<file path="config.mk">
export PLATFORM = sky130hd
export DESIGN_NAME = updown_mod_counter
export DESIGN_NICKNAME = d
export VERILOG_FILES = /design/src/rtl/updown_mod_counter.sv
export SDC_FILE = /design/constraint.sdc
export NUM_CORES = 1
export LEC_CHECK = 0
export ABC_CLOCK_PERIOD_IN_PS = 2600
export BUFFER_PORTS_ARGS = -buffer_cell sky130_fd_sc_hd__buf_2
export CORE_MARGIN = 2
export CORE_UTILIZATION = 30
export DETAILED_ROUTE_END_ITERATION = 12
export PLACE_DENSITY = 0.5
export SETUP_SLACK_MARGIN = 0.1
export SLEW_MARGIN = 0
export SYNTH_ARGS = -nofsm -noshare
export SYNTH_HDL_FRONTEND = slang
export SYNTH_SLANG_ARGS = --single-unit
</file>
<file path="constraint.sdc">
create_clock -name clk -period 2.6 [get_ports clk]
set_input_delay 0.78 -clock clk [delete_from_list [all_inputs] [get_ports clk]]
set_output_delay 0.78 -clock clk [all_outputs]
set_load 0.02 [all_outputs]
</file>
<file path="src/rtl/updown_mod_counter.sv">
// Up/down counter with a programmable modulus.
// Supports wrap or saturate at the range ends, parallel load with clamping,
// and an enable prescaler. It provides a registered terminal-count pulse and
// a sticky overflow flag.
module updown_mod_counter #(
    parameter int unsigned WIDTH    = 8,
    parameter int unsigned MOD_MAX  = 255,
    parameter int unsigned SATURATE = 0,
    parameter int unsigned PRESCALE = 1
) (
    input  logic             clk,
    input  logic             rst,
    input  logic             clr,
    input  logic             en,
    input  logic             up_dn,
    input  logic             load,
    input  logic [WIDTH-1:0] load_val,
    input  logic             ovf_clr,
    output logic [WIDTH-1:0] count_out,
    output logic             tc,
    output logic             ovf
);

    localparam logic [WIDTH-1:0] MAXV     = WIDTH'(MOD_MAX);
    localparam logic [15:0]      PRE_LAST = 16'(PRESCALE - 1);

    logic [WIDTH-1:0] count_q, count_d;
    logic [15:0]      pre_q, pre_d;
    logic             tc_q, tc_d;
    logic             ovf_q, ovf_d;
    logic             step;
    logic             boundary;

    // Next-state: clr > load > step, then the sticky flag (set beats ovf_clr)
    always_comb begin
        count_d  = count_q;
        pre_d    = pre_q;
        boundary = 1'b0;
        step     = en && (pre_q == PRE_LAST);

        if (clr) begin
            count_d = '0;
            pre_d   = '0;
        end else if (load) begin
            count_d = (load_val > MAXV) ? MAXV : load_val;
            pre_d   = '0;
        end else if (en) begin
            if (step) begin
                pre_d = '0;
                if (up_dn) begin
                    if (count_q == MAXV) begin
                        boundary = 1'b1;
                        count_d  = (SATURATE != 0) ? MAXV : '0;
                    end else begin
                        count_d = count_q + WIDTH'(1);
                    end
                end else begin
                    if (count_q == '0) begin
                        boundary = 1'b1;
                        count_d  = (SATURATE != 0) ? '0 : MAXV;
                    end else begin
                        count_d = count_q - WIDTH'(1);
                    end
                end
            end else begin
                pre_d = pre_q + 16'd1;
            end
        end

        tc_d = boundary;
        if (boundary) begin
            ovf_d = 1'b1;
        end else if (ovf_clr) begin
            ovf_d = 1'b0;
        end else begin
            ovf_d = ovf_q;
        end
    end

    // State registers with synchronous active-high reset
    always_ff @(posedge clk) begin
        if (rst) begin
            count_q <= '0;
            pre_q   <= '0;
            tc_q    <= 1'b0;
            ovf_q   <= 1'b0;
        end else begin
            count_q <= count_d;
            pre_q   <= pre_d;
            tc_q    <= tc_d;
            ovf_q   <= ovf_d;
        end
    end

    assign count_out = count_q;
    assign tc        = tc_q;
    assign ovf       = ovf_q;

endmodule

</file>
==> metrics.md, run 1 <==
| Metric | Value |
|---|---|
| Commonest cells after routing, fill and taps aside | dfxtp_1, buf_2, nor2_1, nand2_1, inv_1 |
| WHS Path Cells | 1 |
| Setup TNS Final | 0 ns |
| Slew Viols, Final | 0 |
| Mapped Cells | roughly 210 |
| R2r worst-path depth | 7 |
| Final period util | 84.59% |
| Synth Warn # | 0 |
| Global route overflow | 0 |
| First-pass GRT wire length | just under 7000 um |
| Hold WC Path Type | flop to flop |
| Fmax achieved | between 400 and 500 MHz |
| CP cell instances | inv_1, ha_1, nor4b_2, a21oi_1, a221oi_1, a21oi_1, o221ai_1 |
| P_leak | between 0.7 and 0.8 nW |
| Setup Buffers After CTS | 0 |
| Final ANT Viol Nets | 0 |
| CTS Buffer Depth | 2 |
| Vias per std cell | 5.180 |
| CTS Hold Bufs | 0 |
| Clock sink total | 26 |
| Syn nets | 231 |
| Crit path kind | flop to flop |
| Die area | around 6200 um^2 |
| CP required | approximately 2.7 ns |
| Syn Area/Cell | a little under 8 um^2 |
| Ant diodes | 0 |
| Multi-input gate area | 1049 um^2 |
| Unique masters post-synth | 47 |
| # nets final | 249 |
| Max-Cap Viols | 0 |
| Placed Cells incl. Taps | slightly below 300 |
| Synth Register Bits | 26 |
| Port bufs | 24 |
| CP dominant cell by count | a21oi_1 |
| Via count | about 1600 |
| Die Wd | slightly below 80 um |
| Vias in the first global route | around 1400 |
| Worst setup SP type | flop |
| Area delta synth->final | 14.55% |
| WL/cell | between 10 and 15 um |
| # fillers | approximately 570 |
| CTS Root Cell | clkbuf_8 |
| Fin cells | 300 |
| CTS Buf Count | 3 |
| Pre-antenna DRT Iters | 4 |
| Post-synth top flop | dfxtp_1 |
| H-tree Lvls | 1 |
| Largest stage delay, worst path | 0.57 ns |
| Clock latency at the later pin of the worst-skew pair | between 0.2 and 0.3 ns |
| Crit. End Element | flop |
| Die height | roughly 80 um |
| Post-synthesis sequential area ratio | a little under a third |
| CP arrival | ~2.3 ns |
| Num rows | 27 |
| Clk slew on worst S/H paths | 0.09 ns |
| Final Hold Viols | 0 |
| Tmin final | 2.199 ns |
| CP max-delay cell | dfxtp_1 |
| EDFF count, synth | 0 |
| Levels on crit path | 7 |
| Remaining DRCs | 0 |
| Skew final | between 0.009 and 0.01 ns |
| RePlAce Congestion | 0.7959 |
| Slew HR | 63.74% |
| Initial DRC Count | 67 |
| GRT Util Overall | between 10% and 20% |
| Initial antenna violation count | 0 |
| RSZ-0062 raised after global routing | no |
| IO Pins | 25 |
| Gates resized, CTS repair | 0 |
| Cell family with most CP delay | compound AO/OA/AOI/OAI gates |
| Crit path max fanout | 11 |
| Hold_ws | roughly 0.46 ns |
| Finish-stage setup viols | 0 |
| Final wirelength | approximately 4000 um |
| Share of cells above drive strength 1 | between 10% and 20% |
| Ys async rst share | 0% |
| Commonest non-fill, non-tap cell in the layout | dfxtp_1 |
| Largest net degree at the start of global routing | 20 |
| Initial Utilization | 30.66% |
| CORE AREA | approximately 5400 um^2 |
| Placed wire-length estimate | 2910 um |
| Worst Tran Pin Value | around 0.54 ns |
| Worst path buffer plus inverter count | 1 |
| CTS tree | built |
| Peak VDD IR | about 0.37 mV |
| Mapped Area | approximately 1700 um^2 |
| Power Density | 465.9 nW/um^2 |
| Register Area | roughly 520 um^2 |
| Status | complete, no violations |
[sequential cells by signal, indices dropped and copies added (netlist names)]
signal,cells
count_out,8
tc,1
pre_q,16
ovf,1
[synthesized netlist by cell type, drive strengths merged (2+ instances only)]
cell type	count	area, um^2
nor3	7	40.04
dfxtp	26	520.5
and3	5	31.28
o22ai	4	25.02
nand2b	2	12.51
nor2	22	82.58
a31oi	4	25.02
nor4b	4	53.80
or3	3	18.77
o21ai	9	45.04
nand2	17	63.81
nor2b	3	18.77
and2	4	25.03
nand4	7	50.05
and4	3	26.28
nor3b	4	30.03
inv	10	37.54
a21oi	9	45.04
clkbuf	7	26.28
or4	2	15.01
nand3	9	45.04
xor2	6	52.55
xnor2	8	70.07
buf	7	35.03
ha	5	62.56
and3b	2	17.52
a221oi	5	50.04
nor4	3	25.02
a21o	2	15.01
[stage by stage]
stage                     power (mW)  worst slack [ns]  utilization (%)  area [um^2]
after global placement        0.5695            0.3916            33.82         1839
final                         0.8902            0.4006            35.13         1911
after detailed placement      0.5689            0.3397            33.82         1839
after floorplan               0.5269            0.4742                -         1668
after CTS                     0.9036            0.4278            35.13         1911
after global routing          0.9419            0.2421            35.13         1911
[area by class of cell]
| type | instances | share of cell area (%) |
|---|---|---|
| multi-input combinational | 161 | 54.88 |
| sequential | 26 | 27.24 |
| clock inverter | 1 | 1.572 |
| tap | 72 | 4.715 |
| timing repair buffer | 27 | 7.466 |
| clock buffer | 3 | 2.161 |
| inverter | 10 | 1.965 |
[layer usage]
metal | up-vias | wire length, um | track usage [%] | share of wire, %
li1 | 798 | - | - | -
met1 | 725 | 2069 | 18.23 | 52
met2 | 27 | 1698 | 21.62 | 43
met3 | 4 | 153 | 3.218 | 3.9
met4 | 0 | 31 | 2.982 | 0.78
met5 | - | 0 | 0 | 0
[worst paths after layout]
| check | to | from | slack, ns |
|---|---|---|---|
| min reg2reg | ovf | ovf | 0.46 |
| max | count_out[2] | count_out[1] | 0.40 |
| min | ovf | ovf | 0.46 |
| max reg2reg | count_out[2] | count_out[1] | 0.40 |
[cells by family after synthesis]
logic type | count (synthesis) | share of synthesized area (%)
xor gates and xnor gates | 14 | 7.352
adders and majority gates | 5 | 3.751
AOI/OAI and AO/OA | 43 | 17.48
buffers and inverters | 24 | 5.927
DFF | 26 | 31.21
and+or+nand+nor | 98 | 33.68
muxes | 1 | 0.6002
[report_power, final]
group / total (mW) / internal [mW] / switching (mW)
logic: 0.135 / 0.0575 / 0.0778
clock network: 0.331 / 0.206 / 0.125
registers: 0.424 / 0.405 / 0.0187
Note: power is estimated with default switching activity, not from simulation.
==> run 2: changes to the inputs <==
--- a/config.mk
+++ b/config.mk
@@ -5,7 +5,7 @@
 export SDC_FILE = /design/constraint.sdc
 export NUM_CORES = 1
 export LEC_CHECK = 0
-export ABC_CLOCK_PERIOD_IN_PS = 2600
+export ABC_CLOCK_PERIOD_IN_PS = 2100
 export BUFFER_PORTS_ARGS = -buffer_cell sky130_fd_sc_hd__buf_2
 export CORE_MARGIN = 2
 export CORE_UTILIZATION = 30
==> constraint.sdc (replaced) <==
create_clock -name clk -period 2.1 [get_ports clk]
set_input_delay 0.63 -clock clk [delete_from_list [all_inputs] [get_ports clk]]
set_output_delay 0.63 -clock clk [all_outputs]
set_load 0.02 [all_outputs]
==> run 2 against run 1 <==
- non-clock buffer count rose by 7
- sequential power rose by 23%
- largest cell class unchanged
- routed wire length rose by 2.2%
- final cell count rose by 2.3%
- critical endpoint is now count_out[7]
- clock skew fell by 0.0073 ns
- design area rose by 3.9%
- worst hold slack improved by 0.013 ns
- register-to-register slack got worse by 0.20 ns
- core utilization rose by 1.4 points
==> metrics.md, run 2 (synthesis results as in run 1) <==
| Metric | Value |
|---|---|
| IO Pins | 25 (unchanged) |
| Slew Viols, Final | 0 (unchanged) |
| GRT Util Overall | 13.97% (+0.51 points) |
| CTS Root Cell | clkbuf_8 |
| Worst setup SP type | flop |
| RSZ-0062 raised after global routing | no |
| Clock latency at the later pin of the worst-skew pair | 0.27 ns (about the same) |
| H-tree Lvls | 1 (unchanged) |
| Final wirelength | 4038 um (+2.2%) |
| Max-Cap Viols | 0 (unchanged) |
| CTS tree | built |
| Initial antenna violation count | 0 (unchanged) |
| Skew final | 0.001913 ns (-0.007334 ns) |
| WL/cell | 13.15 um (-0.18%) |
| Ant diodes | 0 (unchanged) |
| CTS Buf Count | 3 (unchanged) |
| Largest register by flop count | pre_q |
| Final period util | 90.26% (+5.7 points) |
| Via count | 1578 (+1.5%) |
| # nets final | 256 (+2.8%) |
| Tmin final | 1.895 ns (-0.3039 ns) |
| P_leak | 0.7648 nW (+7.4%) |
| Commonest cells after routing, fill and taps aside | dfxtp_1, buf_2, nor2_1, nand2_1, inv_1 |
| CP required | 2.29 ns (-0.45 ns) |
| CP max-delay cell | or4_1 |
| Initial Utilization | 30.66% (unchanged) |
| Setup WS pre-CTS | 0.1708 ns (-0.1689 ns) |
| Crit. End Element | flop |
| CP cell instances | ha_1, and2_0, a31oi_1, o22ai_1, or4_1, a221oi_2 |
| Setup Buffers After CTS | 0 (unchanged) |
| Num rows | 27 (unchanged) |
| Hold_ws | 0.4735 ns (+0.01341 ns) |
| Crit path kind | flop to flop |
| Largest stage delay, worst path | 0.42 ns (-0.15 ns) |
| Power Density | 568.2 nW/um^2 (+22%) |
| Placed wire-length estimate | 2943 um (+1.1%) |
| # fillers | 562 (-2.1%) |
| Global route overflow | 0 (unchanged) |
| First-pass GRT wire length | 7031 um (+3.9%) |
| Die Wd | 78.56 um (unchanged) |
| RePlAce Congestion | 0.7928 (-0.39%) |
| Vias in the first global route | 1487 (+5.4%) |
| Share of cells above drive strength 1 | 20.00% (+2.5 points) |
| Pre-antenna DRT Iters | 6 (+2) |
| Die height | 78.56 um (unchanged) |
| Initial DRC Count | 95 (+42%) |
| CTS Buffer Depth | 2 (unchanged) |
| Finish-stage setup viols | 0 (unchanged) |
| Final Hold Viols | 0 (unchanged) |
| Final Worst Setup Slack | 0.2045 ns (-0.1961 ns) |
| Crit path max fanout | 6 (-5) |
| Hold WC Path Type | flop to flop |
| Commonest non-fill, non-tap cell in the layout | dfxtp_1 |
| Fmax achieved | 527.6 MHz (+16%) |
| Clk slew on worst S/H paths | 0.10 ns (about the same) |
| Status | complete, no violations |
| Vias per std cell | 5.140 (-0.77%) |
| CP arrival | 2.09 ns (-0.25 ns) |
| Slew HR | 67.47% (+3.7 points) |
| Area delta synth->final | 19.05% |
| Die area | 6172 um^2 (unchanged) |
| CORE AREA | 5439 um^2 (unchanged) |
| Clock sink total | 26 (unchanged) |
| CTS Hold Bufs | 0 (unchanged) |
| Remaining DRCs | 0 (unchanged) |
| Worst Tran Pin Value | 0.4872 ns (-0.05673 ns) |
| Gates resized, CTS repair | 0 (unchanged) |
| Setup TNS Final | 0 ns (unchanged) |
| Largest net degree at the start of global routing | 20 (unchanged) |
| Peak VDD IR | 0.2991 mV (-19%) |
| Final ANT Viol Nets | 0 (unchanged) |
| Port bufs | 24 (unchanged) |
| Max reg flops | 16 (unchanged) |
## run 2: cell count changes in the layout (fill, tap and decap cells not counted)
| cell | delta |
|---|---|
| a2111oi_0 | -1 |
| buf_12 | +1 |
| nor4b_2 | -1 |
| a2111oi_1 | +1 |
| nor4b_4 | +1 |
| buf_4 | +6 |
## run 2: routing by layer
layer / up-vias / part of all wire (%) / global-route usage (%) / wire length [um]
li1: 814 / - / - / -
met1: 727 / 50 / 20.34 / 2039
met2: 35 / 45 / 21.71 / 1811
met3: 2 / 3.9 / 2.184 / 158
met4: 0 / 0.69 / 2.807 / 28
met5: - / 0 / 0 / 0
## run 2: final timing paths
kind / slack (ns) / cells after the start / end / startpoint
setup / recovery: 0.20 / 6 / count_out[7] / count_out[0]
hold / removal: 0.47 / 1 / ovf / ovf
setup reg to reg: 0.20 / 6 / count_out[7] / count_out[0]
hold reg to reg: 0.47 / 1 / ovf / ovf
## run 2: worst max-delay path, delay by kind of cell, from the launching register on
family / cells / cell delay, ns
compound gates: 3 / 0.51
fa+ha+maj: 1 / 0.25
flops: 1 / 0.34
simple gates: 2 / 0.72
## run 2: final cells by class
cell class                      instances  area [um^2]  share of cell area (%)
Clock buffer                            3        41.29                   2.079
Clock inverter                          1        30.03                   1.512
Inverter                               10        37.54                   1.890
Multi-Input combinational cell        161         1059                   53.31
Sequential cell                        26        520.5                   26.21
Tap cell                               72        90.09                   4.537
Timing Repair Buffer                   34        207.7                   10.46
## run 2: report_power, final
| group | internal, mW | total, mW | leakage, nW | switching (mW) |
|---|---|---|---|---|
| Sequential | 0.502 | 0.520 | 0.211 | 0.0180 |
| Combinational | 0.0797 | 0.182 | 0.519 | 0.103 |
| Clock | 0.255 | 0.426 | 0.0357 | 0.171 |
## run 2: metrics by stage
step	total power, mW	area, um^2	cells	utilization, %
2_1_floorplan	0.6523	1668	211	-
3_3_place_gp	0.7148	1904	303	35.01
3_5_place_dp	0.7129	1904	303	35.01
4_1_cts	1.139	1976	307	36.32
5_1_grt	1.188	1986	307	36.51
6_report	1.128	1986	307	36.51
